File: src/rtl/hamming_argmin.sv
// hamming_argmin: streaming nearest-class search over bit-counter results.
// Consumes one (distance, address) pair per cycle, tracks the smallest and
// second-smallest distance over a programmed number of entries, and reports
// the winning address, its distance and the margin to the runner-up with a
// one-cycle done pulse.
module hamming_argmin #(
  parameter  int N             = 2048,
  parameter  int AM_ADDR_WIDTH = 13,
  localparam int CNT_W         = $clog2(N + 1)
) (
  input  logic                     clk_i,
  input  logic                     rst_ni,
  input  logic                     start_i,
  input  logic [AM_ADDR_WIDTH:0]   num_entries_i,
  input  logic                     in_valid,
  input  logic [CNT_W-1:0]         bit_count_in,
  input  logic [AM_ADDR_WIDTH-1:0] in_addr,
  output logic                     busy_o,
  output logic                     done_o,
  output logic [AM_ADDR_WIDTH-1:0] best_addr_o,
  output logic [CNT_W-1:0]         best_count_o,
  output logic [CNT_W-1:0]         second_count_o,
  output logic [CNT_W-1:0]         margin_o
);

  // Constant patterns used for reload and reset.
  localparam logic [CNT_W-1:0]         CNT_ONES  = {CNT_W{1'b1}};
  localparam logic [AM_ADDR_WIDTH-1:0] ADDR_ZERO = {AM_ADDR_WIDTH{1'b0}};
  localparam logic [AM_ADDR_WIDTH:0]   ENT_ZERO  = {(AM_ADDR_WIDTH + 1){1'b0}};
  localparam logic [AM_ADDR_WIDTH:0]   ENT_ONE   = {{AM_ADDR_WIDTH{1'b0}}, 1'b1};

  typedef enum logic [1:0] {
    ST_IDLE   = 2'd0,
    ST_SEARCH = 2'd1,
    ST_DONE   = 2'd2
  } state_e;

  state_e                     state_r;
  logic [AM_ADDR_WIDTH:0]     num_r;
  logic [AM_ADDR_WIDTH:0]     cnt_r;
  logic [CNT_W-1:0]           best_r;
  logic [CNT_W-1:0]           second_r;
  logic [AM_ADDR_WIDTH-1:0]   addr_r;
  logic                       busy_r;
  logic                       done_r;

  logic                       lt_best_s;
  logic                       lt_second_s;
  logic [AM_ADDR_WIDTH:0]     cnt_inc_s;
  logic                       last_s;

  // Comparators and entry-count bookkeeping for the incoming entry.
  always_comb begin
    lt_best_s   = 1'b0;
    lt_second_s = 1'b0;
    cnt_inc_s   = cnt_r + ENT_ONE;
    last_s      = 1'b0;
    if (in_valid) begin
      lt_best_s   = (bit_count_in < best_r);
      lt_second_s = (bit_count_in < second_r);
      last_s      = (cnt_inc_s == num_r);
    end else begin
      lt_best_s   = 1'b0;
      lt_second_s = 1'b0;
      last_s      = 1'b0;
    end
  end

  // Search sequencer: IDLE accepts a start, SEARCH folds in each valid
  // entry (strict less-than keeps the earliest address on ties), DONE pulses.
  always_ff @(posedge clk_i or negedge rst_ni) begin
    if (!rst_ni) begin
      state_r  <= ST_IDLE;
      num_r    <= ENT_ZERO;
      cnt_r    <= ENT_ZERO;
      best_r   <= CNT_ONES;
      second_r <= CNT_ONES;
      addr_r   <= ADDR_ZERO;
      busy_r   <= 1'b0;
      done_r   <= 1'b0;
    end else begin
      case (state_r)
        ST_IDLE: begin
          done_r <= 1'b0;
          busy_r <= 1'b0;
          if (start_i) begin
            num_r    <= num_entries_i;
            cnt_r    <= ENT_ZERO;
            best_r   <= CNT_ONES;
            second_r <= CNT_ONES;
            addr_r   <= ADDR_ZERO;
            if (num_entries_i != ENT_ZERO) begin
              state_r <= ST_SEARCH;
              busy_r  <= 1'b1;
            end else begin
              // Empty search completes immediately with sentinel results.
              state_r <= ST_DONE;
              done_r  <= 1'b1;
            end
          end else begin
            state_r <= ST_IDLE;
          end
        end

        ST_SEARCH: begin
          done_r <= 1'b0;
          if (in_valid) begin
            cnt_r <= cnt_inc_s;
            if (lt_best_s) begin
              second_r <= best_r;
              best_r   <= bit_count_in;
              addr_r   <= in_addr;
            end else if (lt_second_s) begin
              second_r <= bit_count_in;
            end else begin
              second_r <= second_r;
            end
            if (last_s) begin
              state_r <= ST_DONE;
              busy_r  <= 1'b0;
              done_r  <= 1'b1;
            end else begin
              state_r <= ST_SEARCH;
              busy_r  <= 1'b1;
            end
          end else begin
            // Bubble: hold everything, no timeout.
            state_r <= ST_SEARCH;
            busy_r  <= 1'b1;
          end
        end

        ST_DONE: begin
          done_r  <= 1'b0;
          busy_r  <= 1'b0;
          state_r <= ST_IDLE;
        end

        default: begin
          // Illegal encoding: fall back to a safe idle without a done pulse.
          state_r <= ST_IDLE;
          busy_r  <= 1'b0;
          done_r  <= 1'b0;
        end
      endcase
    end
  end

  assign busy_o         = busy_r;
  assign done_o         = done_r;
  assign best_addr_o    = addr_r;
  assign best_count_o   = best_r;
  assign second_count_o = second_r;
  // second_r >= best_r always holds, so the unsigned difference never wraps.
  assign margin_o       = second_r - best_r;

endmodule
File: config.mk
export PLATFORM = sky130hd
export DESIGN_NAME = hamming_argmin
export DESIGN_NICKNAME = d
export VERILOG_FILES = /design/src/rtl/hamming_argmin.sv
export SDC_FILE = /design/constraint.sdc
export NUM_CORES = 1
export LEC_CHECK = 0
export CORE_ASPECT_RATIO = 1.2
export CORE_MARGIN = 3
export CORE_UTILIZATION = 30
export DETAILED_ROUTE_END_ITERATION = 16
export PLACE_DENSITY_LB_ADDON = 0.3
export SYNTH_ARGS = -nofsm -noshare
export SYNTH_HDL_FRONTEND = slang
export SYNTH_SLANG_ARGS = --single-unit
export TNS_END_PERCENT = 1
File: constraint.sdc
create_clock -name clk_i -period 4.95 [get_ports clk_i]
set_input_delay 0.99 -clock clk_i [delete_from_list [all_inputs] [get_ports clk_i]]
set_output_delay 0.99 -clock clk_i [all_outputs]
set_load 0.05 [all_outputs]
==> summary by stage <==
Outcome
The run finished with clean final reports.

Die
The initial standard-cell utilization of the core is 0.307. The floorplan row count is 49. The die height is 142 um. The die covers 16900 um^2. From left edge to right edge, the die measures 119 um. 94 I/O pins were placed.

The core outline area is between 15000 and 20000 um^2.

Clock tree
Buffers inserted to repair hold after CTS numbered 0. The cell sitting at the root of the clock tree is a clkbuf_16. The post-cts sizing count is 0.

CTS saw 67 sinks. The clock transition at the register clock pins on the worst setup and hold paths after CTS is roughly 60 ps. Buffers added to address setup during post-CTS repair amount to 0.

The largest buffer count on any clock path is 2. TritonCTS built the clock tree. The number of clock buffers inserted by TritonCTS is 9. The number of H-tree levels is 3. For the worst-skew pair, the clock arrives at the later sink with an insertion delay of 340 ps.

Logic synthesis
The synthesis-stage register bit count is 67. The fraction of synthesized cell area taken by the top area cell type is 0.233. Summed over all instances, the cell type with the most area after synthesis is dfrtp_1.

The number of different library cells in the post-synthesis netlist is 62. The prevailing post-synth register cell is dfrtp_1. The number of instances in the synthesized netlist is between 500 and 600. Of the synthesized area, sequential elements account for 0.370. The synthesized netlist net count is 587. Yosys attributes the largest share of cell area to dfrtp_1 (23%), dfstp_2 (14%), ha_1 (9.2%).

The Yosys warning count is 0. After synthesis the cells add up to 4610 um^2. The number of enable flip-flop cells after synthesis is 0.

In the synthesized netlist the async set-or-reset flop fraction comes to 1.00. A synthesized cell averages 9.06 um^2.

Detailed routing
Detailed routing inserted a total of 4077 vias. The iteration count of the initial detailed-routing pass is 4. For this block, the initial DRC count from the detailed router was 130. The average vias per placed instance is ~5.1.

For this run, design rule violations remaining after detail routing come to 0. The total detailed-routing wirelength is around 13000 um. The average detailed-routed wire length per instance is roughly 16 um. The detail route stage leaves a number of antenna-violating nets equal to 0.

Place
The congestion estimate from routability-driven global placement came to 0.827. The count of buffers from port buffering is 93. The post-placement cell area is between 5000 and 6000 um^2.

Summed over all nets, the half-perimeter wirelength after detailed placement is 9410 um.

Finish
The sequential cells in the finished layout cover a total of 1710 um^2. Relative to the synthesized area, the layout overhead comes to 30.5%. The repair_antennas step left the layout with diodes totalling 0. Counting the fill cells in the layout gives 1509. Of the cells placed in the final design, the portion with a size suffix greater than 1 is 0.110. Measured on the finished design, the core utilization comes to 0.401.

The area occupied by multi-input gates is 2670 um^2. The final layout contains about 670 nets. The finished cells cover roughly 6000 um^2.

Global routing
The total routing usage reported by global routing is 0.155. The wire length of the first global-routing pass is 20900 um. The sum of overflow across all layers after global routing is 0.

The number of global-route vias before repair is 4173. The largest net degree at the start of global routing is 53. The number of antenna violations at the first check in global routing is 0.

Setup path
The worst setup path is launched from a flip-flop. The launching element of the worst setup path is best_count_o[4]$_DFFE_PN1P_. Data arrives at the worst endpoint at 3430 ps. The required time at the worst-slack endpoint is between 3000 and 4000 ps. The top fanout value on the critical path is 6. In this run the critical register-to-register path is launched from best_count_o[10]$_DFFE_PN1P_.

The worst reg2reg path depth is 8. The endpoint kind of the worst setup timing path is an output port. The worst-case register-to-register setup slack is between 2000 and 2500 ps. The end of the critical path is margin_o[9]. The endpoint of the worst register-to-register path is second_count_o[9]$_DFFE_PN1P_. The critical path in this run is classified as flip-flop to output port.

STA
The final max-slew violation count is 0. The worst hold margin is 481 ps. Static timing analysis puts the maximum clock frequency at between 0.2 and 0.25 GHz. The number of hold-slack violations in the final timing report is 0.

For the final routed database, the setup TNS stands at 0 ps. Setup violations remaining at the end of the flow were counted as 0. The final worst-path cycle share is 0.892. Across the routed clock network, the largest skew measured is 6.82 ps. The worst slew margin relative to its limit is 0.229.

Setup repair after global routing left no endpoint under its margin. After layout, the minimum clock period comes to 4420 ps. The worst-margin pin slew is 1150 ps.

Run
The max-capacitance violation count is 0.

Worst hold path
In this run the worst hold path is classified as flip-flop to flip-flop.
==> state kept, by name (all words and copies together), names as in the netlist <==
register and count:
best_count_o 12, state_r 1, second_count_o 12, done_o 1, num_r 14, cnt_r 14
best_addr_o 13
==> cell type report <==
cell class                      instances  area share
Inverter                               29      0.0181
Sequential cell                        67       0.284
Clock buffer                           15      0.0495
Multi-Input combinational cell        387       0.444
Tap cell                              204      0.0424
Clock inverter                          1    0.000832
Timing Repair Buffer                   99       0.161
==> synthesized netlist by cell type, types with 3 or more instances <==
cell and instances:
nand2b_1 4, inv_1 29, nand4_1 8, a31oi_1 7
nand2_1 68, o21ai_0 38, nor2b_1 6, dfstp_2 24
mux2_2 14, clkbuf_1 18, o31ai_1 5, o21ai_1 19
xnor2_1 19, and3_1 13, a211oi_1 13, xor2_1 10
nor4_1 5, ha_1 34, nand3_1 9, nor2_1 13
a21o_1 6, mux2_1 9, nor3_1 16, a21oi_1 27
o41ai_1 3, mux2i_1 4, dfrtp_1 43, buf_6 3
==> critical path, stage by stage (launching register included) <==
cell and delay (ps):
dfstp_2 520, inv_1 70, ha_1 380, a21oi_1 180, nand2_1 100, a221o_1 400, a41oi_1 290, nor2b_1 190
xnor2_1 130, clkdlybuf4s50_1 820
==> placed cells by master (no fill, tap or decap), types with 7 or more instances in the layout <==
cell type        instances
a211oi_1                13
dfstp_2                 24
clkbuf_16                9
nand3_1                  9
nand4_1                  8
nor2_1                  13
and3_1                  13
mux2_2                  14
dfrtp_1                 43
inv_1                   29
o21ai_0                 38
a21oi_1                 27
mux2_1                   9
o21ai_1                 19
clkdlybuf4s50_1         92
a31oi_1                  7
nand2_1                 68
nor3_1                  16
xnor2_1                 19
ha_1                    34
xor2_1                  10
==> worst min-delay path by stage <==
stage	start	end	cells after the start
final	best_addr_o[3]$_DFFE_PN0P_	best_addr_o[3]$_DFFE_PN0P_	2
after global routing	best_addr_o[1]$_DFFE_PN0P_	best_addr_o[1]$_DFFE_PN0P_	2
after CTS	best_addr_o[1]$_DFFE_PN0P_	best_addr_o[1]$_DFFE_PN0P_	2
after detailed placement	best_addr_o[1]$_DFFE_PN0P_	best_addr_o[1]$_DFFE_PN0P_	2
after global placement	best_addr_o[1]$_DFFE_PN0P_	best_addr_o[1]$_DFFE_PN0P_	2
after floorplan	cnt_r[13]$_DFFE_PN0P_	cnt_r[13]$_DFFE_PN0P_	1
==> logic make-up after synthesis <==
group / share of synthesized area
muxes: 0.0649
DFF: 0.370
xor gates and xnor gates: 0.0649
adders and majority gates: 0.0966
and+or+nand+nor: 0.173
buffers and inverters: 0.0540
AOI/OAI and AO/OA: 0.177
==> per-layer routing <==
layer | part of all wire | up-vias | global-route usage
met3 | 0.040 | 23 | 0.0287
li1 | - | 2002 | -
met4 | 0.026 | 0 | 0.0720
met1 | 0.42 | 1950 | 0.178
met2 | 0.51 | 102 | 0.277
met5 | 0 | - | 0
==> per-stage QoR <==
stage	worst slack [ps]	std cells
after floorplan	350	509
after global placement	922	786
after detailed placement	902	786
after CTS	511	802
after global routing	339	802
final	534	802
Power is not shown: default switching activity piles up to over one toggle a cycle in this logic, so the estimate is an artifact.
